$ cat src/rtl/mini16_reset_pkg.sv
// Shared types and width helpers for the mini16 reset sequencer.
package mini16_reset_pkg;

  typedef enum logic [1:0] {
    S_WAIT_LOCK = 2'd0,
    S_HOLD      = 2'd1,
    S_RUN       = 2'd2
  } state_t;

  localparam int RESET_COUNT_W = 8;
  localparam logic [RESET_COUNT_W-1:0] RESET_COUNT_MAX = '1;

  // Bits needed for a down/up counter spanning 0..n-1, never less than one.
  function automatic int cnt_width(input int n);
    return (n <= 1) ? 1 : $clog2(n);
  endfunction

  localparam int HOLD_CNT_W_DEFAULT     = cnt_width(1024);
  localparam int DEBOUNCE_CNT_W_DEFAULT = cnt_width(500000);

endpackage

$ cat src/rtl/mini16_debounce.sv
// Synchroniser plus stability counter for a bouncing asynchronous level.
// dout resets to 1 (released) and follows din only after DEBOUNCE_CYCLES stable cycles.
module mini16_debounce
  import mini16_reset_pkg::*;
#(
  parameter int SYNC_STAGES     = 2,
  parameter int DEBOUNCE_CYCLES = 500000
) (
  input  logic clk,
  input  logic reset,
  input  logic din,
  output logic dout
);

  localparam int DB_W = cnt_width(DEBOUNCE_CYCLES);
  localparam logic [DB_W-1:0] DB_LAST = DB_W'(DEBOUNCE_CYCLES - 1);

  logic [SYNC_STAGES-1:0] sync_reg;
  logic [DB_W-1:0]        db_cnt_reg;
  logic                   dout_reg;
  logic                   din_s;

  always_ff @(posedge clk) begin
    if (!reset) begin
      sync_reg <= '0;
    end else begin
      sync_reg <= {sync_reg[SYNC_STAGES-2:0], din};
    end
  end

  assign din_s = sync_reg[SYNC_STAGES-1];

  // Counts consecutive cycles where the synchronised level disagrees with dout.
  always_ff @(posedge clk) begin
    if (!reset) begin
      dout_reg   <= 1'b1;
      db_cnt_reg <= '0;
    end else if (din_s == dout_reg) begin
      db_cnt_reg <= '0;
    end else if (db_cnt_reg == DB_LAST) begin
      dout_reg   <= din_s;
      db_cnt_reg <= '0;
    end else begin
      db_cnt_reg <= db_cnt_reg + DB_W'(1);
    end
  end

  assign dout = dout_reg;

endmodule

$ cat src/rtl/mini16_reset_seq.sv
// Reset sequencer for mini16_soc: lock sync, post-lock hold, re-reset on lock loss.
// Optional button soft reset built when BTN_SOFT_RESET_EN is defined.
module mini16_reset_seq
  import mini16_reset_pkg::*;
#(
  parameter int SYNC_STAGES     = 2,
  parameter int HOLD_CYCLES     = 1024,
  parameter int DEBOUNCE_CYCLES = 500000
) (
  input  logic                     clk,
  input  logic                     reset,
  input  logic                     pll_locked,
  input  logic                     btn_n,
  output logic                     soc_reset,
  output logic                     ready,
  output logic [RESET_COUNT_W-1:0] reset_count
);

  localparam int CNT_W = cnt_width(HOLD_CYCLES);
  localparam logic [CNT_W-1:0] HOLD_LOAD = CNT_W'(HOLD_CYCLES - 1);

  logic [SYNC_STAGES-1:0]   lock_sync_reg;
  logic                     locked_s;
  state_t                   state_reg, state_next;
  logic [CNT_W-1:0]         cnt_reg, cnt_next;
  logic [RESET_COUNT_W-1:0] count_reg, count_next;
  logic                     soc_reset_reg, soc_reset_next;
  logic                     ready_reg, ready_next;
  logic                     bump;
  logic                     soft_press;

  always_ff @(posedge clk) begin
    if (!reset) begin
      lock_sync_reg <= '0;
    end else begin
      lock_sync_reg <= {lock_sync_reg[SYNC_STAGES-2:0], pll_locked};
    end
  end

  assign locked_s = lock_sync_reg[SYNC_STAGES-1];

`ifdef BTN_SOFT_RESET_EN
  logic btn_db;
  logic btn_db_prev_reg;

  mini16_debounce #(
    .SYNC_STAGES     (SYNC_STAGES),
    .DEBOUNCE_CYCLES (DEBOUNCE_CYCLES)
  ) u_btn_debounce (
    .clk   (clk),
    .reset (reset),
    .din   (btn_n),
    .dout  (btn_db)
  );

  always_ff @(posedge clk) begin
    if (!reset) begin
      btn_db_prev_reg <= 1'b1;
    end else begin
      btn_db_prev_reg <= btn_db;
    end
  end

  // Single-cycle strobe on the debounced falling edge, so a held button fires once.
  assign soft_press = btn_db_prev_reg & ~btn_db;
`else
  localparam int unused_debounce_cycles = DEBOUNCE_CYCLES;
  logic unused_btn;
  assign unused_btn = btn_n;
  assign soft_press = 1'b0;
`endif

  always_ff @(posedge clk) begin
    if (!reset) begin
      state_reg     <= S_WAIT_LOCK;
      cnt_reg       <= '0;
      count_reg     <= '0;
      soc_reset_reg <= 1'b1;
      ready_reg     <= 1'b0;
    end else begin
      state_reg     <= state_next;
      cnt_reg       <= cnt_next;
      count_reg     <= count_next;
      soc_reset_reg <= soc_reset_next;
      ready_reg     <= ready_next;
    end
  end

  always_comb begin
    state_next = state_reg;
    cnt_next   = cnt_reg;
    count_next = count_reg;
    bump       = 1'b0;

    case (state_reg)
      S_WAIT_LOCK: begin
        if (locked_s) begin
          state_next = S_HOLD;
          cnt_next   = HOLD_LOAD;
        end
      end
      S_HOLD: begin
        if (!locked_s) begin
          state_next = S_WAIT_LOCK;
        end else if (cnt_reg == '0) begin
          state_next = S_RUN;
        end else begin
          cnt_next = cnt_reg - CNT_W'(1);
        end
      end
      S_RUN: begin
        // Lock loss wins over a simultaneous button press.
        if (!locked_s) begin
          state_next = S_WAIT_LOCK;
          bump       = 1'b1;
        end else if (soft_press) begin
          state_next = S_HOLD;
          cnt_next   = HOLD_LOAD;
          bump       = 1'b1;
        end
      end
      default: state_next = S_WAIT_LOCK;
    endcase

    if (bump && (count_reg != RESET_COUNT_MAX)) begin
      count_next = count_reg + RESET_COUNT_W'(1);
    end

    // Outputs follow the next state so they change on the same edge as the FSM.
    soc_reset_next = (state_next != S_RUN);
    ready_next     = (state_next == S_RUN);
  end

  assign soc_reset   = soc_reset_reg;
  assign ready       = ready_reg;
  assign reset_count = count_reg;

endmodule
$ cat config.mk
export PLATFORM = sky130hd
export DESIGN_NAME = mini16_reset_seq
export DESIGN_NICKNAME = d
export VERILOG_FILES = /design/src/rtl/mini16_reset_pkg.sv /design/src/rtl/mini16_debounce.sv /design/src/rtl/mini16_reset_seq.sv
export SDC_FILE = /design/constraint.sdc
export NUM_CORES = 1
export LEC_CHECK = 0
export CAP_MARGIN = 20
export CORE_UTILIZATION = 53
export CTS_BUF_LIST = sky130_fd_sc_hd__clkbuf_16
export CTS_CLUSTER_DIAMETER = 80
export DETAILED_ROUTE_END_ITERATION = 7
export HOLD_SLACK_MARGIN = 0.1
export PLACE_DENSITY = 0.75
export SYNTH_ARGS = -nofsm -noshare
export SYNTH_HDL_FRONTEND = slang
export SYNTH_SLANG_ARGS = --single-unit
$ cat constraint.sdc
create_clock -name clk -period 2.35 [get_ports clk]
set_input_delay 0.47 -clock clk [delete_from_list [all_inputs] [get_ports clk]]
set_output_delay 0.47 -clock clk [all_outputs]
set_load 0.05 [all_outputs]
==> key figures <==
Outcome
  • Status: finished clean

Route
  • Pre-antenna DRT Iters: 4
  • Wire per inst: 13.4 um
  • ANT nets after route: 0
  • Iteration-0 DRC Markers: 22
  • DRC Markers: 0
  • Drt via density: 6.07
  • Routed vias: 1013
  • DRT Wirelength: 2.24 mm

Pwr
  • Pwr Total: 0.896 mW
  • IR drop worst, VDD: 0.567 mV
  • Power density over cell area: 655 mW/mm2
  • Leakage: 0.519 nW

Job
  • Max Cap Viol: 0

Critical path
  • Slowest stage delay, CP: 840 ps
  • CP max-delay cell: clkdlybuf4s50_1
  • Crit path max-delay family: buffers and inverters
  • CP Cell Sequence: clkdlybuf4s50_1
  • Required @ worst endpoint: 1880 ps
  • Worst setup startpoint: reset_count[3]$_SDFFE_PN0P_
  • Setup crit start kind: flip-flop
  • Arrival time worst endpoint: 1510 ps
  • Crit-path max FO: 7
  • CP endpoint kind: output pin
  • WP buf/inv: 1
  • Setup CP Type: flip-flop to output pin
  • RR Startpoint: cnt_reg[3]$_SDFFE_PN0P_

Synth
  • Synth area leaders: dfxtp_1 (42%), o21a_1 (4.0%), ha_1 (3.3%)
  • Sequential area share after synthesis: 42.3%
  • Post-synth top area share: 42.3%
  • Synth Net Count: 132
  • Synth unique cells: 37
  • EDFF count, synth: 0
  • FF+latch count, synth: 24
  • Synth top cells by count: dfxtp_1 (24), nor2_1 (7)
  • Synthesis Warnings: 0
  • Area leader, netlist: dfxtp_1
  • Async SR Flop Fraction: 0%
  • Mapped cell area: 0.00114 mm2
  • Top-count cell post-synth: dfxtp_1
  • Syn_area_per_cell: 9.09 um2
  • Synth Flop Type: dfxtp_1
  • Syn Inst Count: 125

STA
  • Worst Skew: 1.69 ps
  • Highest Clock Rate: 504 MHz
  • Final Setup Violations: 0
  • Crit share post-route: 84.4%
  • Max Slew Vio Count: 0
  • Hold Vio Cnt, Final: 0
  • Slew Limit Headroom: 67.5%
  • Final setup TNS: 0 ps
  • RSZ-0062 raised after global routing: no
  • Measured slew at the worst slew-check pin: 480 ps
  • Tmin final: 1980 ps

Worst hold path
  • Hold Path Class: flip-flop to flip-flop
  • Min-delay src: lock_sync_reg[0]$_SDFF_PN0_

Placement
  • Post-DP HPWL: 1.65 mm
  • # port buffers: 12
  • Placed insts: 163
  • Post-DP Area: 0.00129 mm2
  • Placer Congestion: 0.798

CTS
  • Max Root-Sink Buffers: 2
  • Clock root cell: clkbuf_16
  • CTS sink count: 24
  • CTS tree: built
  • Post-CTS sizing: 0
  • Worst skew pair latency: 250 ps
  • Hold-fix buffers, CTS: 0
  • Setup Fix Bufs, Post-CTS: 0
  • H-tree levels: 1
  • CTS buffer count: 3
  • Clock slew at reported path FFs: 60 ps

Global routing
  • Initial antenna violation count: 0
  • Vias in the first global route: 926
  • Remaining Overflow, GRT: 0
  • GRT Total Usage: 21.2%
  • Pin count of the biggest net entering global routing: 16
  • First-pass GRT wire length: 3.93 mm

Floorplanning
  • Die Y: 48.3 um
  • FP Rows: 16
  • Core footprint: 0.00198 mm2
  • Die footprint: 0.00233 mm2
  • Die width: 48.3 um
  • Initial core utilization: 57.3%
  • # IOs: 14

Finish
  • Largest register FFs: 10
  • Fraction of layout cells with a size suffix above 1: 6.43%
  • Synthesis-to-finish area growth: 20.5%
  • Final core occ: 69.1%
  • Final #Nets: 148
  • Antenna diodes: 0
  • Non-Filler Instances: 167
  • Finished Cell Area: 0.00137 mm2
-- through the flow --
| step | setup WS (ps) | hold slack, ps |
|---|---|---|
| 6_report | 367 | 448 |
| 2_1_floorplan | 392 | 412 |
| 3_3_place_gp | 503 | 419 |
| 4_1_cts | 358 | 448 |
| 3_5_place_dp | 450 | 434 |
| 5_1_grt | 315 | 508 |
-- logic make-up (layout without fill, tap and decap cells) --
logic type | count (synthesis) | in the layout | synth area share (%)
buffers and inverters | 10 | 25 | 3.96
and+or+nand+nor | 49 | 49 | 26.0
DFF | 24 | 24 | 42.3
AOI/OAI and AO/OA | 35 | 35 | 21.1
adders and majority gates | 3 | 3 | 3.30
xor gates and xnor gates | 2 | 2 | 1.54
muxes | 2 | 2 | 1.76
-- report_power, final --
part	switching [mW]	total (mW)	leakage (nW)	internal, mW
clock network	0.137	0.364	0.0385	0.227
registers	0.0162	0.438	0.195	0.421
logic	0.0545	0.0948	0.285	0.0403
-- final timing paths --
kind	to	slack (ps)	cells past startpoint
worst max-delay path	reset_count[3]	370	1
worst min register to register	lock_sync_reg[1]$_SDFF_PN0_	450	1
worst max register to register	cnt_reg[1]$_SDFFE_PN0P_	430	4
worst min-delay path	lock_sync_reg[1]$_SDFF_PN0_	450	1
-- final cells by class --
class	count	area (um2)
inverters	6	22.5
well taps	27	33.8
flip-flops and latches	24	480
multi-input cells	91	611
clock buffers	3	75.1
fillers	162	613
repair buffers	15	143
clock inverters	1	3.75
-- per-layer routing --
metal | share of wire (%) | track usage [%] | up-vias
li1 | - | - | 510
met1 | 48 | 26.2 | 479
met2 | 49 | 37.1 | 22
met3 | 3.1 | 4.09 | 2
met4 | 0.49 | 6.37 | 0
met5 | 0 | 0 | -
-- layout by cell type (no fill, tap or decap), drive strengths merged, types with 5 or more instances in the layout --
cell type,n
nor2,7
dfxtp,24
o21a,6
or3,5
clkdlybuf4s50,12
nor3,7
inv,6
o21ai,6
a21oi,6
-- worst register-to-register path, delay by kind of cell (launching register included) --
family | cells | cell delay (ps)
AND/OR/NAND/NOR | 2 | 1030
AO/OA/AOI/OAI | 2 | 410
flip-flops | 1 | 370
Power figures use the tool's default switching activity.
